### src/rtl/en_pulse_gen_pkg.sv
// Shared definitions for en_pulse_gen: FSM state encoding and default timing-field width.
package en_pulse_gen_pkg;

  localparam int unsigned CntWDefault = 10;

  typedef enum logic [1:0] {
    StIdle  = 2'd0,
    StDelay = 2'd1,
    StRun   = 2'd2,
    StDone  = 2'd3
  } state_e;

endpackage

### src/rtl/en_pulse_gen_wrap_counter.sv
// Loadable up-counter that wraps to zero after reaching max_i; tc_o flags cnt == max_i.
module wrap_counter #(
  parameter int unsigned Width = 10
) (
  input  logic             clk_i,
  input  logic             rst_ni,
  input  logic             clr_i,
  input  logic             ld_i,
  input  logic [Width-1:0] ld_val_i,
  input  logic             en_i,
  input  logic [Width-1:0] max_i,
  output logic [Width-1:0] cnt_o,
  output logic             tc_o
);

  logic [Width-1:0] cnt_d, cnt_q;

  assign tc_o  = (cnt_q == max_i);
  assign cnt_o = cnt_q;

  always_comb begin
    cnt_d = cnt_q;
    if (clr_i) begin
      cnt_d = '0;
    end else if (ld_i) begin
      cnt_d = ld_val_i;
    end else if (en_i) begin
      cnt_d = tc_o ? '0 : cnt_q + Width'(1);
    end
  end

  always_ff @(posedge clk_i) begin
    if (!rst_ni) begin
      cnt_q <= '0;
    end else begin
      cnt_q <= cnt_d;
    end
  end

endmodule

### src/rtl/en_pulse_gen.sv
// Delayed, duty-cycled count-enable pulse train generator. Optional pause input is
// enabled by defining EN_PULSE_GEN_PAUSE_EN. Outputs are registered from the current state.
module en_pulse_gen
  import en_pulse_gen_pkg::*;
#(
  parameter int unsigned CNT_W = CntWDefault
) (
  input  logic             clk,
  input  logic             rst,
  input  logic             run,
  input  logic [CNT_W-1:0] delay,
  input  logic [CNT_W-1:0] per,
  input  logic [CNT_W-1:0] duty,
  input  logic [CNT_W-1:0] iter,
`ifdef EN_PULSE_GEN_PAUSE_EN
  input  logic             pause,
`endif
  output logic             en,
  output logic             busy,
  output logic             done
);

  state_e           state_d, state_q;
  logic             accept, hold;
  logic [CNT_W-1:0] delay_q, per_q, duty_q, iter_q;
  logic [CNT_W-1:0] dly_cnt, per_cnt, it_cnt;
  logic             dly_tc, per_tc, it_tc;
  logic             dly_inc, per_inc, it_inc;
  logic             en_q, busy_q, done_q;
  logic             unused_cnt;

`ifdef EN_PULSE_GEN_PAUSE_EN
  assign hold = pause;
`else
  assign hold = 1'b0;
`endif

  assign dly_inc    = (state_q == StDelay) && !hold;
  assign per_inc    = (state_q == StRun) && !hold;
  assign it_inc     = per_inc && per_tc;
  assign unused_cnt = ^{dly_cnt, it_cnt};

  always_comb begin
    state_d = state_q;
    accept  = 1'b0;
    case (state_q)
      StIdle, StDone: begin
        if (run) begin
          accept = 1'b1;
          if (delay != '0)     state_d = StDelay;
          else if (iter != '0) state_d = StRun;
          else                 state_d = StDone;
        end
      end
      StDelay: if (dly_inc && dly_tc) state_d = (iter_q != '0) ? StRun : StDone;
      StRun:   if (it_inc && it_tc) state_d = StDone;
      default: state_d = StIdle;
    endcase
  end

  // Counters are cleared on accept so every run starts from per_cnt == 0.
  wrap_counter #(.Width(CNT_W)) u_dly_cnt (
    .clk_i    (clk),
    .rst_ni   (rst),
    .clr_i    (accept),
    .ld_i     (1'b0),
    .ld_val_i ('0),
    .en_i     (dly_inc),
    .max_i    (delay_q - CNT_W'(1)),
    .cnt_o    (dly_cnt),
    .tc_o     (dly_tc)
  );

  wrap_counter #(.Width(CNT_W)) u_per_cnt (
    .clk_i    (clk),
    .rst_ni   (rst),
    .clr_i    (accept),
    .ld_i     (1'b0),
    .ld_val_i ('0),
    .en_i     (per_inc),
    .max_i    (per_q - CNT_W'(1)),
    .cnt_o    (per_cnt),
    .tc_o     (per_tc)
  );

  wrap_counter #(.Width(CNT_W)) u_it_cnt (
    .clk_i    (clk),
    .rst_ni   (rst),
    .clr_i    (accept),
    .ld_i     (1'b0),
    .ld_val_i ('0),
    .en_i     (it_inc),
    .max_i    (iter_q - CNT_W'(1)),
    .cnt_o    (it_cnt),
    .tc_o     (it_tc)
  );

  always_ff @(posedge clk) begin
    if (!rst) begin
      state_q <= StIdle;
      delay_q <= '0;
      per_q   <= CNT_W'(1);
      duty_q  <= '0;
      iter_q  <= '0;
      en_q    <= 1'b0;
      busy_q  <= 1'b0;
      done_q  <= 1'b0;
    end else begin
      state_q <= state_d;
      if (accept) begin
        delay_q <= delay;
        per_q   <= (per == '0) ? CNT_W'(1) : per;
        duty_q  <= duty;
        iter_q  <= iter;
      end
      en_q   <= (state_q == StRun) && !hold && (per_cnt < duty_q);
      busy_q <= (state_q == StDelay) || (state_q == StRun);
      done_q <= (state_q == StDone);
    end
  end

  assign en   = en_q;
  assign busy = busy_q;
  assign done = done_q;

endmodule

### config.mk
export PLATFORM = sky130hd
export DESIGN_NAME = en_pulse_gen
export DESIGN_NICKNAME = d
export VERILOG_FILES = /design/src/rtl/en_pulse_gen_pkg.sv /design/src/rtl/en_pulse_gen_wrap_counter.sv /design/src/rtl/en_pulse_gen.sv
export SDC_FILE = /design/constraint.sdc
export NUM_CORES = 1
export LEC_CHECK = 0
export CORE_MARGIN = 3
export CORE_UTILIZATION = 35
export CTS_BUF_LIST = sky130_fd_sc_hd__clkbuf_16
export DETAILED_ROUTE_END_ITERATION = 12
export PLACE_DENSITY = 0.63
export SLEW_MARGIN = 30
export SYNTH_ARGS = -nofsm -noshare
export SYNTH_HDL_FRONTEND = slang
export SYNTH_HIERARCHICAL = 1
export SYNTH_SLANG_ARGS = --single-unit
### constraint.sdc
create_clock -name clk -period 8.35 [get_ports clk]
set_input_delay 1.67 -clock clk [delete_from_list [all_inputs] [get_ports clk]]
set_output_delay 1.67 -clock clk [all_outputs]
set_load 0.1 [all_outputs]
## Yosys cells after proc, flatten, opt, wreduce, memory -nomap -nowiden

Cells that the tools add are included.

- Bitwise logic cells: 1
- $lt $le $gt $ge: 1
- Reduce and logical (&&, ||, !) cells: 13
- Equal/unequal tests: 9
- Mux-type cells: 13
- Add/subtract/negate cells: 6

Operators with widths:

| kind | count |
|---|---|
| $mux 10 | 4 |
| $add 10x1->10 const B | 3 |
| $eq 10x10->1 | 3 |
| $reduce_bool 10->1 | 3 |
| $sub 10x1->10 const B | 3 |
| $logic_not 10->1 | 1 |
| $lt 10x10->1 | 1 |
| $mux 2 | 4 |
| $pmux 2 s3 | 1 |
| $eq 2x2->1 const B | 2 |
| $logic_and 1x1->1 | 4 |
| $mux 1 | 4 |
| $ne 2x1->1 const B | 2 |
| $reduce_or 2->1 | 2 |
| $reduce_and 3->1 | 1 |
| $eq 2x1->1 const B | 1 |
| $logic_not 2->1 | 1 |
| $ne 2x2->1 const B | 1 |
| $logic_or 1x1->1 | 1 |
| $not 1->1 | 1 |

- Bits of input ports: 43
- Logic and storage cells: 54
- Register bits: 75
- Output and inout bits: 3

## Logic depth before layout (Yosys ltp)

- Depth after elaboration: 6
- Depth in mapped cells: 15
- Gate-level depth less buffers: 14

## By module

Netlist, hierarchy kept.

Modules (own cells, without submodules):

| module | instances | seq. area each (µm²) | cells each | area each (µm²) |
|---|---|---|---|---|
| en_pulse_gen | 1 | 900.9 | 313 | 2486.1 |
| wrap_counter (u_dly_cnt ...) | 2 | 200.2 | 98 | 813.3 |
| wrap_counter (u_per_cnt) | 1 | 200.2 | 95 | 800.8 |

## Least setup slack after synthesis

No wires, ideal clock.

- Kind: register to register
- Start: register per_q[3]
- End: register u_it_cnt.cnt_q[6] (netlist: u_it_cnt/cnt_o[6])
- Stages on the path, launching flop included: 13
- Slack: 5.126 ns
- Library setup time: 0.083 ns
- Path buffers: 1
- Required time: 8.267 ns
- Arrival time: 3.141 ns
- Period minus slack after synthesis: 3.224 ns
- Path through: dfxtp_1 or4_4 or3_4 or2_1 xnor2_1 xor2_1 nor4_2 nand4_2 inv_1 and2_1 or3b_1 buf_6 o31ai_4

- Cells in the longest elaborated chain, start to end: 3

RTL lines:

| element | RTL line | text |
|---|---|---|
| start: declaration | en_pulse_gen.sv:25 | `logic [CNT_W-1:0] delay_q, per_q, duty_q, iter_q;` |
| start signal: assignment | en_pulse_gen.sv:112 | `per_q <= (per == '0) ? CNT_W'(1) : per;` |
| $sub 10x1->10 | en_pulse_gen.sv:81 | `.max_i (per_q - CNT_W'(1)),` |
| $eq 10x10->1 | en_pulse_gen_wrap_counter.sv:18 | `assign tc_o = (cnt_q == max_i);` |
| via per_tc | en_pulse_gen.sv:27 | `logic dly_tc, per_tc, it_tc;` |
| $logic_and 1x1->1 | en_pulse_gen.sv:40 | `assign it_inc = per_inc && per_tc;` |
| via it_inc | en_pulse_gen.sv:28 | `logic dly_inc, per_inc, it_inc;` |
| end signal: assignment | en_pulse_gen_wrap_counter.sv:36 | `cnt_q <= cnt_d;` |
| end: declaration | en_pulse_gen_wrap_counter.sv:16 | `logic [Width-1:0] cnt_d, cnt_q;` |

The timed path passes the listed nets, and every way through them passes these cells.
A chain may end at the register's enable or synchronous reset.

## Worst setup path after layout

Same ends and word-level chain as after synthesis.

==> summary.txt <==
Clock Tree Root: clkbuf_16
CTS clock-pin slew for the worst setup and hold paths: 0.06 ns
Startpoint Class: flop
Layout Utilization: 0.441
Worst VDD drop: 0.179 mV
Syn Area/Cell: 8.13 um2
Final GP Congestion: 0.835
Antenna Cells: 0
Routed length per instance: 13.7 um
Clock tree sinks: 75
Share of post-route cells with drive strength above 1: 0.0665
Yosys top cell area share: 0.306
Sequential share of the synthesized area: 0.306
Pin count of the biggest net entering global routing: 52
Die width: 124 um
Synth top area cells: dfxtp_1 (31%), nand2_1 (8.0%), xnor2_1 (7.0%)
Critical setup path kind: flop to flop
Avg Vias per Cell: 4.97
Final Max Tran Viols: 0
Post-CTS setup buffers: 0
Maximum fanout along the worst path: 14
Die Y: 124 um
Synth Warn #: 6
Initial antenna violation count: 0
# hold bufs at CTS: 0
Tot Pwr: 1.67 mW
Worst-case clock skew: 0.00482 ns
HPWL after DPL: 8.47 mm
First drt pass iteration count: 5
Clock buffer depth: 2
Clock Latency Late Sink: 0.34 ns
Final wirelength: 11.7 mm
Slew headroom: 0.357
H-tree levels: 3
Grt ovf: 0
Remaining DRCs: 0
Pwr Density: 281 mW/mm2
Fin crit share: 0.450
Area delta synth->final: 21.3%
Async set-or-reset flop fraction in the synthesized netlist: 0
Endpoint arrival time on the critical path: 4.02 ns
Row count: 42
Hold_ws: 0.464 ns
Status: completed
Req. time, crit path: 8.61 ns
Final hold vios: 0
Fillers: 1315
Tot GR Track Use: 0.155
Total die area: 0.0155 mm2
Synth area leader: dfxtp_1
Final TNS setup: 0 ns
Tightest Pin Transition: 0.961 ns
RSZ-0062 raised after global routing: false
Post-CTS sizing: 0
Max-Cap Viols: 0
Post-route ant nets: 0
EDFF count, synth: 0
Netlist cell types: 58
Via count: 4243
Fmax: 0.266 GHz
Core area: 0.0135 mm2
# IOs: 46
Synth Cell Area: 0.00491 mm2
Period minus WS final: 3.76 ns
FF+latch count, synth: 75
Post-Syn Instances: 604
Worst Hold Class: flop to flop
CTS tree: built
First-pass GRT wire length: 20.1 mm
Top FF cell, synth: dfxtp_1
Port bufs: 45
Count leader, synth: nand2_1
FF-to-FF setup slack: 4.59 ns
Starting DRC count in detailed routing: 306
Most instantiated cells after synthesis: nand2_1 (105), dfxtp_1 (75), a21boi_0 (40)
Endpoints failing setup: 0
Setup crit end kind: flop
Leakage: 2.33 nW
Initial Utilization: 0.364
Final net count: 734
Cts bufs inserted: 9
Number of global-route vias before repair: 4132
-- final cells by class --
type                       count  area, um2  area share
inverter                      32        120      0.0202
tap                          176        220      0.0370
clock buffer                   9        225      0.0378
timing repair buffer          48        473      0.0794
clock inverter                 7        140      0.0235
multi-input combinational    506       3280       0.550
sequential                    75       1500       0.252
-- logic make-up after synthesis --
logic type / Yosys count / share of synthesized area
AOI/OAI and AO/OA: 127 / 0.175
xor gates and xnor gates: 72 / 0.131
adders and majority gates: 19 / 0.0484
buffers and inverters: 65 / 0.0591
DFF: 75 / 0.306
muxes: 2 / 0.00407
other: 1 / 0.000763
and+or+nand+nor: 243 / 0.275
-- metrics by stage --
stage	setup slack, ns	area (um2)	instances
after global routing	4.38	5960	853
after floorplan	5.13	5070	646
final	4.59	5960	853
after detailed placement	4.59	5590	837
after global placement	4.61	5590	837
after CTS	4.58	5960	853
-- critical path: stages (launching register included) --
cell and delay (ns):
dfxtp_1 0.35, or4_4 0.55, or3_4 0.34, or2_1 0.22, xnor2_1 0.13, xor2_1 0.15, nor4_2 0.30, nand4_2 0.26
inv_1 0.13, and2_1 0.44, or3b_1 0.55, o31ai_4 0.24
-- layout by cell type, fill, tap and decap left out, types with 13 or more instances in the layout --
cell	Yosys	routed
a21boi_0	40	40
a21oi_1	36	36
clkdlybuf4s50_1	0	45
conb_1	1	43
dfxtp_1	75	75
ha_1	19	19
inv_1	32	32
nand2_1	105	105
nor2_1	18	18
nor3b_1	16	16
o21ai_0	13	13
o22ai_1	15	15
xnor2_1	39	39
xor2_1	31	31
-- flip-flops by register name, indices dropped and copies added, names as in the netlist --
register,cells
busy,1
delay_q,10
done,1
duty_q,10
en,1
iter_q,10
per_q,10
state_q,2
u_dly_cnt/cnt_o,10
u_it_cnt/cnt_o,10
u_per_cnt/cnt_o,10
-- where the power goes --
part           internal [mW]  switching, mW
logic                  0.285          0.403
registers              0.426         0.0827
clock network          0.322          0.157
total                   1.03          0.642
-- path summary, 6_finish.rpt --
kind,start,endpoint,cells past startpoint
setup / recovery,per_q[3],u_it_cnt/cnt_o[6],11
hold / removal,duty_q[7],duty_q[7],2
setup reg to reg,per_q[3],u_it_cnt/cnt_o[6],11
hold reg to reg,duty_q[7],duty_q[7],2
-- layer usage --
metal | vias up | part of all wire | track usage
li1 | 2185 | - | -
met2 | 98 | 0.45 | 0.250
met1 | 1948 | 0.49 | 0.203
met4 | 0 | 0.016 | 0.0432
met5 | - | 0 | 0
met3 | 12 | 0.045 | 0.0433
(Power assumes the default switching activity.)
